## src/rtl/ahbl_to_apb3_bridge_pkg.sv

```systemverilog
// ----------------------------------------------------------------------------
// ahbl_apb_pkg
// Shared types and constants for the AHB-Lite to APB3 bridge:
//   - bridge state encoding
//   - AHB HTRANS / HRESP / HSIZE codes
//   - small decode helpers used by the bridge FSM
// ----------------------------------------------------------------------------
package ahbl_apb_pkg;

    // Bridge FSM states. One state per HCLK cycle of the AHB data phase.
    typedef enum logic [2:0] {
        IDLE   = 3'd0,
        WCAP   = 3'd1,
        SETUP  = 3'd2,
        ACCESS = 3'd3,
        ERR1   = 3'd4,
        ERR2   = 3'd5
    } state_e;

    // AHB HTRANS encodings
    localparam logic [1:0] HTRANS_IDLE   = 2'b00;
    localparam logic [1:0] HTRANS_BUSY   = 2'b01;
    localparam logic [1:0] HTRANS_NONSEQ = 2'b10;
    localparam logic [1:0] HTRANS_SEQ    = 2'b11;

    // AHB HRESP encodings
    localparam logic HRESP_OKAY  = 1'b0;
    localparam logic HRESP_ERROR = 1'b1;

    // Only full 32-bit writes can be forwarded; APB3 has no byte strobes.
    localparam logic [2:0] HSIZE_WORD = 3'b010;

    // NONSEQ and SEQ both carry bit 1 set; IDLE and BUSY never start work.
    function automatic logic is_active_trans(input logic [1:0] htrans);
        return htrans[1];
    endfunction

    // States in which the AHB side sees HREADYOUT high.
    function automatic logic state_ready(input state_e st);
        return (st == IDLE) || (st == ERR2);
    endfunction

    // States that make up the two-cycle ERROR response.
    function automatic logic state_error(input state_e st);
        return (st == ERR1) || (st == ERR2);
    endfunction

endpackage

```

## src/rtl/ahbl_to_apb3_bridge_if.sv

```systemverilog
// ----------------------------------------------------------------------------
// ahbl_to_apb3_bridge_if
// Bundles the AHB-Lite slave port and APB3 master port of the bridge.
//   slave  modport : the bridge's view (AHB inputs in, HREADYOUT/HRESP/HRDATA
//                    out, APB requests out, PRDATA/PREADY/PSLVERR in)
//   master modport : the environment's view (AHB master + APB completer)
// ----------------------------------------------------------------------------
interface ahbl_to_apb3_bridge_if #(
    parameter int PADDR_WIDTH = 16
) ();

    // AHB-Lite side
    logic                   HSEL;
    logic [31:0]            HADDR;
    logic [1:0]             HTRANS;
    logic                   HWRITE;
    logic [2:0]             HSIZE;
    logic [2:0]             HBURST;
    logic [31:0]            HWDATA;
    logic                   HREADYIN;
    logic                   HREADYOUT;
    logic                   HRESP;
    logic [31:0]            HRDATA;

    // APB3 side
    logic [PADDR_WIDTH-1:0] PADDR;
    logic                   PSEL;
    logic                   PENABLE;
    logic                   PWRITE;
    logic [31:0]            PWDATA;
    logic [31:0]            PRDATA;
    logic                   PREADY;
    logic                   PSLVERR;

    modport slave (
        input  HSEL, HADDR, HTRANS, HWRITE, HSIZE, HBURST, HWDATA, HREADYIN,
        output HREADYOUT, HRESP, HRDATA,
        output PADDR, PSEL, PENABLE, PWRITE, PWDATA,
        input  PRDATA, PREADY, PSLVERR
    );

    modport master (
        output HSEL, HADDR, HTRANS, HWRITE, HSIZE, HBURST, HWDATA, HREADYIN,
        input  HREADYOUT, HRESP, HRDATA,
        input  PADDR, PSEL, PENABLE, PWRITE, PWDATA,
        output PRDATA, PREADY, PSLVERR
    );

endinterface

```

## src/rtl/ahbl_to_apb3_bridge_timeout.sv

```systemverilog
// ----------------------------------------------------------------------------
// apb_timeout_ctr
// Counts APB ACCESS cycles spent waiting for PREADY.
//   clk, rst_n : clock and synchronous active-low reset
//   clr        : zero the count (asserted on entry to SETUP)
//   en         : count this cycle (asserted in ACCESS)
//   expired    : the current ACCESS cycle is the last one allowed
// The count is 16 bits and saturates. TIMEOUT_CYCLES = 0 disables expiry.
// ----------------------------------------------------------------------------
module apb_timeout_ctr #(
    parameter int TIMEOUT_CYCLES = 255
) (
    input  logic clk,
    input  logic rst_n,
    input  logic clr,
    input  logic en,
    output logic expired
);

    localparam logic        ENABLED = (TIMEOUT_CYCLES != 0);
    // Count value seen during the final permitted ACCESS cycle.
    localparam logic [15:0] LIMIT   = ENABLED ? 16'(TIMEOUT_CYCLES - 1) : 16'd0;

    logic [15:0] count_q;
    logic [15:0] count_d;

    // Next count: clear wins, otherwise increment until all-ones.
    always_comb begin
        count_d = count_q;
        if (clr) begin
            count_d = 16'd0;
        end else if (en && (count_q != 16'hFFFF)) begin
            count_d = count_q + 16'd1;
        end else begin
            count_d = count_q;
        end
    end

    // Count register with synchronous reset.
    always_ff @(posedge clk) begin
        if (!rst_n) begin
            count_q <= 16'd0;
        end else begin
            count_q <= count_d;
        end
    end

    assign expired = ENABLED && (count_q == LIMIT);

endmodule

```

## src/rtl/ahbl_to_apb3_bridge.sv

```systemverilog
// ----------------------------------------------------------------------------
// ahbl_to_apb3_bridge
// AHB-Lite slave to APB3 master bridge. Each accepted AHB beat becomes one
// APB3 access; non-word writes are refused with a two-cycle ERROR response.
//   HCLK    : single clock
//   HRESETN : synchronous active-low reset
//   bus     : AHB-Lite slave + APB3 master signals (slave modport)
// All AHB response and APB request outputs come straight from flops that are
// loaded from the next-state decode, so they line up with the state register.
// ----------------------------------------------------------------------------
module ahbl_to_apb3_bridge
    import ahbl_apb_pkg::*;
#(
    parameter int PADDR_WIDTH    = 16,
    parameter int TIMEOUT_CYCLES = 255
) (
    input  logic                         HCLK,
    input  logic                         HRESETN,
    ahbl_to_apb3_bridge_if.slave         bus
);

    state_e                 state_q,     state_d;
    logic [PADDR_WIDTH-1:0] addr_q,      addr_d;
    logic                   write_q,     write_d;
    logic [PADDR_WIDTH-1:0] paddr_q,     paddr_d;
    logic                   pwrite_q,    pwrite_d;
    logic [31:0]            pwdata_q,    pwdata_d;
    logic [31:0]            hrdata_q,    hrdata_d;
    logic                   hreadyout_q, hreadyout_d;
    logic                   hresp_q,     hresp_d;
    logic                   psel_q,      psel_d;
    logic                   penable_q,   penable_d;

    logic                   valid_s;
    logic                   ctr_clr_s;
    logic                   ctr_en_s;
    logic                   ctr_expired_s;

    apb_timeout_ctr #(
        .TIMEOUT_CYCLES (TIMEOUT_CYCLES)
    ) u_timeout (
        .clk     (HCLK),
        .rst_n   (HRESETN),
        .clr     (ctr_clr_s),
        .en      (ctr_en_s),
        .expired (ctr_expired_s)
    );

    // Next-state, captured transfer attributes and registered-output decode.
    always_comb begin
        valid_s   = bus.HSEL & is_active_trans(bus.HTRANS) & bus.HREADYIN;
        state_d   = state_q;
        addr_d    = addr_q;
        write_d   = write_q;
        paddr_d   = paddr_q;
        pwrite_d  = pwrite_q;
        pwdata_d  = pwdata_q;
        hrdata_d  = hrdata_q;
        ctr_en_s  = 1'b0;

        case (state_q)
            // ERR2 shares the address-phase sampling of IDLE so that a
            // pipelined transfer behind an error is accepted without a gap.
            IDLE, ERR2: begin
                if (valid_s) begin
                    addr_d  = bus.HADDR[PADDR_WIDTH-1:0];
                    write_d = bus.HWRITE;
                    if (!bus.HWRITE) begin
                        state_d = SETUP;
                    end else if (bus.HSIZE == HSIZE_WORD) begin
                        state_d = WCAP;
                    end else begin
                        state_d = ERR1;
                    end
                end else begin
                    state_d = IDLE;
                end
            end
            // HWDATA is only valid in the first data-phase cycle.
            WCAP: begin
                pwdata_d = bus.HWDATA;
                state_d  = SETUP;
            end
            SETUP: begin
                state_d = ACCESS;
            end
            ACCESS: begin
                ctr_en_s = 1'b1;
                if (bus.PREADY) begin
                    if (bus.PSLVERR) begin
                        state_d = ERR1;
                        if (!write_q) begin
                            hrdata_d = 32'd0;
                        end else begin
                            hrdata_d = hrdata_q;
                        end
                    end else begin
                        state_d = IDLE;
                        if (!write_q) begin
                            hrdata_d = bus.PRDATA;
                        end else begin
                            hrdata_d = hrdata_q;
                        end
                    end
                end else if (ctr_expired_s) begin
                    state_d = ERR1;
                end else begin
                    state_d = ACCESS;
                end
            end
            ERR1: begin
                state_d = ERR2;
            end
            default: begin
                state_d = IDLE;
            end
        endcase

        // APB address/direction are loaded as SETUP is entered; addr_d already
        // holds the fresh HADDR when coming straight from an address phase.
        if (state_d == SETUP) begin
            paddr_d  = addr_d;
            pwrite_d = write_d;
        end else begin
            paddr_d  = paddr_q;
            pwrite_d = pwrite_q;
        end

        ctr_clr_s   = (state_d == SETUP) && (state_q != SETUP);

        hreadyout_d = state_ready(state_d);
        hresp_d     = state_error(state_d) ? HRESP_ERROR : HRESP_OKAY;
        psel_d      = (state_d == SETUP) || (state_d == ACCESS);
        penable_d   = (state_d == ACCESS);
    end

    // State and output registers with synchronous reset.
    always_ff @(posedge HCLK) begin
        if (!HRESETN) begin
            state_q     <= IDLE;
            addr_q      <= '0;
            write_q     <= 1'b0;
            paddr_q     <= '0;
            pwrite_q    <= 1'b0;
            pwdata_q    <= 32'd0;
            hrdata_q    <= 32'd0;
            hreadyout_q <= 1'b1;
            hresp_q     <= HRESP_OKAY;
            psel_q      <= 1'b0;
            penable_q   <= 1'b0;
        end else begin
            state_q     <= state_d;
            addr_q      <= addr_d;
            write_q     <= write_d;
            paddr_q     <= paddr_d;
            pwrite_q    <= pwrite_d;
            pwdata_q    <= pwdata_d;
            hrdata_q    <= hrdata_d;
            hreadyout_q <= hreadyout_d;
            hresp_q     <= hresp_d;
            psel_q      <= psel_d;
            penable_q   <= penable_d;
        end
    end

    assign bus.HREADYOUT = hreadyout_q;
    assign bus.HRESP     = hresp_q;
    assign bus.HRDATA    = hrdata_q;
    assign bus.PADDR     = paddr_q;
    assign bus.PSEL      = psel_q;
    assign bus.PENABLE   = penable_q;
    assign bus.PWRITE    = pwrite_q;
    assign bus.PWDATA    = pwdata_q;

endmodule

```

## src/flat_wrapper.sv

```systemverilog
// flat-port wrapper written by rule: the top's interface ports become plain ports
module ahbl_to_apb3_bridge_flat import ahbl_apb_pkg::*;
#(
    parameter int PADDR_WIDTH    = 16,
    parameter int TIMEOUT_CYCLES = 255
)
  (HCLK, HRESETN, bus_HSEL, bus_HADDR, bus_HTRANS, bus_HWRITE, bus_HSIZE, bus_HBURST, bus_HWDATA, bus_HREADYIN, bus_HREADYOUT, bus_HRESP, bus_HRDATA, bus_PADDR, bus_PSEL, bus_PENABLE, bus_PWRITE, bus_PWDATA, bus_PRDATA, bus_PREADY, bus_PSLVERR);
  ahbl_to_apb3_bridge_if #(.PADDR_WIDTH(PADDR_WIDTH)) bus_i ();
  input  logic HCLK;
  input  logic HRESETN;
  input wire logic [$bits(bus_i.HSEL)-1:0] bus_HSEL;
  input wire logic [$bits(bus_i.HADDR)-1:0] bus_HADDR;
  input wire logic [$bits(bus_i.HTRANS)-1:0] bus_HTRANS;
  input wire logic [$bits(bus_i.HWRITE)-1:0] bus_HWRITE;
  input wire logic [$bits(bus_i.HSIZE)-1:0] bus_HSIZE;
  input wire logic [$bits(bus_i.HBURST)-1:0] bus_HBURST;
  input wire logic [$bits(bus_i.HWDATA)-1:0] bus_HWDATA;
  input wire logic [$bits(bus_i.HREADYIN)-1:0] bus_HREADYIN;
  output wire logic [$bits(bus_i.HREADYOUT)-1:0] bus_HREADYOUT;
  output wire logic [$bits(bus_i.HRESP)-1:0] bus_HRESP;
  output wire logic [$bits(bus_i.HRDATA)-1:0] bus_HRDATA;
  output wire logic [$bits(bus_i.PADDR)-1:0] bus_PADDR;
  output wire logic [$bits(bus_i.PSEL)-1:0] bus_PSEL;
  output wire logic [$bits(bus_i.PENABLE)-1:0] bus_PENABLE;
  output wire logic [$bits(bus_i.PWRITE)-1:0] bus_PWRITE;
  output wire logic [$bits(bus_i.PWDATA)-1:0] bus_PWDATA;
  input wire logic [$bits(bus_i.PRDATA)-1:0] bus_PRDATA;
  input wire logic [$bits(bus_i.PREADY)-1:0] bus_PREADY;
  input wire logic [$bits(bus_i.PSLVERR)-1:0] bus_PSLVERR;
  assign bus_i.HSEL = bus_HSEL;
  assign bus_i.HADDR = bus_HADDR;
  assign bus_i.HTRANS = bus_HTRANS;
  assign bus_i.HWRITE = bus_HWRITE;
  assign bus_i.HSIZE = bus_HSIZE;
  assign bus_i.HBURST = bus_HBURST;
  assign bus_i.HWDATA = bus_HWDATA;
  assign bus_i.HREADYIN = bus_HREADYIN;
  assign bus_HREADYOUT = bus_i.HREADYOUT;
  assign bus_HRESP = bus_i.HRESP;
  assign bus_HRDATA = bus_i.HRDATA;
  assign bus_PADDR = bus_i.PADDR;
  assign bus_PSEL = bus_i.PSEL;
  assign bus_PENABLE = bus_i.PENABLE;
  assign bus_PWRITE = bus_i.PWRITE;
  assign bus_PWDATA = bus_i.PWDATA;
  assign bus_i.PRDATA = bus_PRDATA;
  assign bus_i.PREADY = bus_PREADY;
  assign bus_i.PSLVERR = bus_PSLVERR;
  ahbl_to_apb3_bridge #(.PADDR_WIDTH(PADDR_WIDTH), .TIMEOUT_CYCLES(TIMEOUT_CYCLES)) u_core (.HCLK(HCLK), .HRESETN(HRESETN), .bus(bus_i));
endmodule
```

## config.mk

```make
export PLATFORM = sky130hd
export DESIGN_NAME = ahbl_to_apb3_bridge_flat
export DESIGN_NICKNAME = d
export VERILOG_FILES = /design/src/rtl/ahbl_to_apb3_bridge_pkg.sv /design/src/rtl/ahbl_to_apb3_bridge_if.sv /design/src/rtl/ahbl_to_apb3_bridge_timeout.sv /design/src/rtl/ahbl_to_apb3_bridge.sv /design/src/flat_wrapper.sv
export SDC_FILE = /design/constraint.sdc
export NUM_CORES = 1
export LEC_CHECK = 0
export BUFFER_PORTS_ARGS = -buffer_cell sky130_fd_sc_hd__buf_2
export CELL_PAD_IN_SITES_DETAIL_PLACEMENT = 0
export CELL_PAD_IN_SITES_GLOBAL_PLACEMENT = 1
export CORE_MARGIN = 2
export CORE_UTILIZATION = 35
export DETAILED_ROUTE_END_ITERATION = 10
export GPL_ROUTABILITY_DRIVEN = 1
export PLACE_DENSITY_LB_ADDON = 0.25
export SETUP_SLACK_MARGIN = 0.3
export SLEW_MARGIN = 20
export SYNTH_ARGS = -nofsm -noshare
export SYNTH_HDL_FRONTEND = slang
export SYNTH_HIERARCHICAL = 1
export SYNTH_SLANG_ARGS = --single-unit
export TNS_END_PERCENT = 5
```

## constraint.sdc

```tcl
create_clock -name HCLK -period 3 [get_ports HCLK]
set_input_delay 0.45 -clock HCLK [delete_from_list [all_inputs] [get_ports HCLK]]
set_output_delay 0.45 -clock HCLK [all_outputs]
set_load 0.05 [all_outputs]
```

==> flow_summary_export.csv <==
group,metric,value,unit
global_route,grt_pass1_vias,4222,
yosys,post_synthesis_instance_area,4815,um2
job,timing.max_cap.violations,0,
die,placeableCoreArea,13350,um2
placement,place_congestion,0.8336,
die,die_w,121.3,um
worst_hold_path,min_to,"u_core/bus.PWDATA[28]",
worst_setup_path,worstSetupEndpointType,"flop",
yosys,ys_seq_area_share,50.31,%
detailed_routing,detail_route.wl_per_cell,14.13,um
worst_hold_path,hold_class,"in2reg",
sta,rsz0062_at_grt,"false",
clock_tree,tritoncts.num_buffers,17,
worst_setup_path,regToRegSetupSlack,480,ps
detailed_routing,detail_route.vias_per_cell,4.843,
placement,detailed_place.area,5859,um2
yosys,yosys_register_bits,121,
sta,setup_tns,0,ps
cells_and_area,fin_nets,835,
sta,fin_ws,478.9,ps
worst_setup_path,r2r_end,"u_core/u_timeout/count_q[4]",
cells_and_area,final_layout_size_suffix_gt1_share,34.42,%
die,die_height,121.3,um
sta,period_minus_slack,2521,ps
placement,dpl.hpwl,8818,um
power_and_ir_drop,total_power,4.349,mW
worst_setup_path,crit_start,"u_core/u_timeout/count_q[7]",
power_and_ir_drop,leakagePower,2.728,nW
power_and_ir_drop,power_switching_share,23.39,%
yosys,dominantRegCellSynth,"sky130_fd_sc_hd__dfxtp_1",
worst_setup_path,critical_path.startpoint_type,"flop",
worst_setup_path,arrival,2870,ps
power_and_ir_drop,power.internal,3.332,mW
clock_tree,clk_pin_slew_worst_paths,60,ps
global_route,grt_first_pass_wirelength,20460,um
global_route,largest_net_degree_at_the_start_of_global_routing,57,
yosys,synthCells,549,
worst_setup_path,regToRegStartpoint,"u_core/u_timeout/count_q[7]",
cells_and_area,final_cell_area,6581,um2
power_and_ir_drop,power_frac_seq,38.4,%
die,floorplan.rows,42,
clock_tree,cts.path.max_buffers,2,
worst_hold_path,hold_path_depth,3,
power_and_ir_drop,share_comb_of_total_power,9.7,%
power_and_ir_drop,power_density,660.8,nW/um2
yosys,synth_nets,662,
sta,slew_headroom,49.81,%
cells_and_area,areaGrowthSynthToFinish,36.69,%
global_route,grt_usage,17.53,%
sta,setup_failing_eps_final,0,
die,pin_count,196,
cells_and_area,insertedDiodeCount,0,
sta,timing.fmax,396.6,MHz
sta,fin_hold_ws,276.4,ps
placement,buffer_ports.inserted,175,
clock_tree,hold_buffers,0,
clock_tree,numClockSinks,121,
outcome,status,"finished, final reports clean",
detailed_routing,detail_route.wirelength,12870,um
cells_and_area,filler_cell_count,1326,
yosys,synth_async_sr_flop_share,0,%
clock_tree,tritoncts,"done",
die,floorplan.initialDensity,36.07,%
clock_tree,clkLatencyLatePin,410,ps
clock_tree,cts_htree_levels,4,
worst_hold_path,hp-start,"bus_HWDATA[28]",
detailed_routing,route.vias.total,4412,
worst_setup_path,worst_r2r_path_depth,12,
yosys,synth_edf_count,0,
sta,period_share,84.04,%
power_and_ir_drop,power_switching,1.017,mW
power_and_ir_drop,p_clk_share,51.9,%
sta,worst_margin_slew,746.7,ps
global_route,antenna_violations_before_repair,0,
power_and_ir_drop,vdd_drop_max,0.3181,mV
sta,final_max_slew_viol_count,0,
sta,hold_viol,0,
die,die_area,14710,um2
worst_setup_path,criticalPathCategory,"reg2reg",
sta,clock_skews,7.495,ps
clock_tree,cts_root_buffer,"sky130_fd_sc_hd__clkbuf_16",
global_route,grt_overflow_total,0,
detailed_routing,drt_first_pass_iters,4,
worst_setup_path,crit_required,3350,ps
detailed_routing,ant_nets,0,
detailed_routing,remaining_drc_errors,0,
yosys,synth.lib_cells_used.distinct,53,
placement,place_ws,294.4,ps
yosys,syn_avg_cell_area,8.770,um2
yosys,synth-warning-count,6,
detailed_routing,drtIter0Drc,189,
worst_setup_path,worstPathMaxFanout,6,
## cells by family (layout without fill, tap and decap cells)
logic type	Yosys count	after routing	share of synthesized area [%]
AO/OA/AOI/OAI	115	115	14.27
XOR/XNOR	1	1	0.1819
adder cells (fa/ha/maj)	2	2	0.5197
buffers and inverters	60	246	5.509
flip-flops	121	121	50.31
multiplexers	26	26	5.405
AND/OR/NAND/NOR	224	224	23.80
## metal layers
| metal | GRT usage, % | part of all wire [%] | vias up |
|---|---|---|---|
| met3 | 6.109 | 6.8 | 12 |
| li1 | - | - | 2229 |
| met5 | 0 | 0 | - |
| met4 | 6.466 | 1.4 | 0 |
| met1 | 21.17 | 43 | 2050 |
| met2 | 28.79 | 49 | 121 |
## how the worst max path moves through the flow
stage | endpoint | slack (ps) | depth (start not counted)
after floorplan | u_core/u_timeout/count_q[4] | 380 | 13
after global placement | u_core/u_timeout/count_q[4] | 350 | 12
after detailed placement | u_core/u_timeout/count_q[4] | 290 | 12
after CTS | u_core/u_timeout/count_q[4] | 340 | 12
after global routing | u_core/u_timeout/count_q[4] | 300 | 12
final | u_core/u_timeout/count_q[4] | 480 | 12
## power groups by stage
stage	registers, mW	logic (mW)	clock network [mW]
final	1.67	0.421	2.26
after global routing	1.68	0.456	2.38
after CTS	1.67	0.420	2.31
after detailed placement	1.71	0.419	0
after global placement	1.71	0.412	0
after floorplan	1.80	0.174	0
## cells in the mapped netlist (2+ instances only)
library cell | instances | area (um2)
sky130_fd_sc_hd__a21oi_1 | 70 | 350.3
sky130_fd_sc_hd__a21oi_2 | 3 | 26.28
sky130_fd_sc_hd__a31oi_1 | 2 | 12.51
sky130_fd_sc_hd__and3_1 | 2 | 12.51
sky130_fd_sc_hd__buf_2 | 11 | 55.05
sky130_fd_sc_hd__buf_6 | 3 | 33.78
sky130_fd_sc_hd__clkbuf_1 | 21 | 78.83
sky130_fd_sc_hd__dfxtp_1 | 121 | 2422
sky130_fd_sc_hd__ha_1 | 2 | 25.02
sky130_fd_sc_hd__inv_1 | 22 | 82.58
sky130_fd_sc_hd__mux2i_1 | 26 | 260.3
sky130_fd_sc_hd__nand2_1 | 115 | 431.7
sky130_fd_sc_hd__nand2b_1 | 7 | 43.79
sky130_fd_sc_hd__nand3_1 | 6 | 30.03
sky130_fd_sc_hd__nand3_2 | 2 | 20.02
sky130_fd_sc_hd__nand3b_1 | 36 | 270.3
sky130_fd_sc_hd__nand4_1 | 6 | 37.54
sky130_fd_sc_hd__nor2_1 | 29 | 108.9
sky130_fd_sc_hd__nor3_1 | 3 | 15.01
sky130_fd_sc_hd__nor3b_1 | 2 | 15.01
sky130_fd_sc_hd__nor3b_2 | 2 | 25.02
sky130_fd_sc_hd__nor4_1 | 3 | 18.77
sky130_fd_sc_hd__o211ai_1 | 2 | 15.01
sky130_fd_sc_hd__o21ai_0 | 3 | 15.01
sky130_fd_sc_hd__o21ai_1 | 3 | 15.01
sky130_fd_sc_hd__o21ai_2 | 2 | 17.52
sky130_fd_sc_hd__o22ai_1 | 17 | 106.4
sky130_fd_sc_hd__o31ai_1 | 2 | 15.01
sky130_fd_sc_hd__or3_1 | 2 | 12.51
## placed cells by master (no fill, tap or decap), types with 4 or more instances in the layout
| cell type | count |
|---|---|
| sky130_fd_sc_hd__o22ai_1 | 17 |
| sky130_fd_sc_hd__clkbuf_16 | 17 |
| sky130_fd_sc_hd__dfxtp_2 | 4 |
| sky130_fd_sc_hd__mux2i_1 | 26 |
| sky130_fd_sc_hd__nand3_1 | 5 |
| sky130_fd_sc_hd__buf_2 | 175 |
| sky130_fd_sc_hd__dfxtp_1 | 115 |
| sky130_fd_sc_hd__nand2_1 | 115 |
| sky130_fd_sc_hd__nand2b_1 | 6 |
| sky130_fd_sc_hd__inv_1 | 22 |
| sky130_fd_sc_hd__a21oi_1 | 70 |
| sky130_fd_sc_hd__nor2_1 | 27 |
| sky130_fd_sc_hd__nand3b_1 | 36 |
| sky130_fd_sc_hd__bufinv_16 | 5 |
| sky130_fd_sc_hd__nand4_1 | 6 |
| sky130_fd_sc_hd__buf_4 | 16 |
## sequential cells by signal, summed over array words and instances (netlist names)
name                      flops
u_core/addr_q                16
u_core/bus.HRDATA            32
u_core/bus.HREADYOUT          1
u_core/bus.HRESP              1
u_core/bus.PADDR             16
u_core/bus.PENABLE            1
u_core/bus.PSEL               1
u_core/bus.PWDATA            32
u_core/bus.PWRITE             1
u_core/state_q                3
u_core/u_timeout/count_q     16
u_core/write_q                1
## metrics by stage
| step | std cells | util (%) |
|---|---|---|
| 2_1_floorplan | 549 | - |
| 3_3_place_gp | 878 | 43.90 |
| 3_5_place_dp | 878 | 43.90 |
| 4_1_cts | 910 | 48.90 |
| 5_1_grt | 911 | 49.31 |
| 6_report | 911 | 49.31 |
## area by class of cell
class	instances	area, um2	area share [%]
clock buffer	21	470.5	7.148
clock inverter	11	191.4	2.909
inverter	23	86.33	1.312
multi-input combinational	368	2182	33.16
sequential	121	2435	37.00
tap	176	220.2	3.346
timing repair buffer	191	996.0	15.13
## worst max-delay path, stage by stage (launching register included)
cell and delay (ps):
sky130_fd_sc_hd__dfxtp_2 370, sky130_fd_sc_hd__nand3_2 150, sky130_fd_sc_hd__nor2_4 130, sky130_fd_sc_hd__nand4b_1 140
sky130_fd_sc_hd__nor4_2 280, sky130_fd_sc_hd__buf_4 170, sky130_fd_sc_hd__o211a_1 170, sky130_fd_sc_hd__nor3_1 80
sky130_fd_sc_hd__nor2_1 150, sky130_fd_sc_hd__nor2_1 70, sky130_fd_sc_hd__nand2b_4 150, sky130_fd_sc_hd__or4_1 500
sky130_fd_sc_hd__nand3_1 90
## what timing repair did
item,4_1_cts,5_1_grt
gates cloned,0,0
setup buffers,0,1
endpoints found under the setup margin,2,13
pin swaps,0,3
resized for setup,1,14
Note: power is estimated with default switching activity, not from simulation.
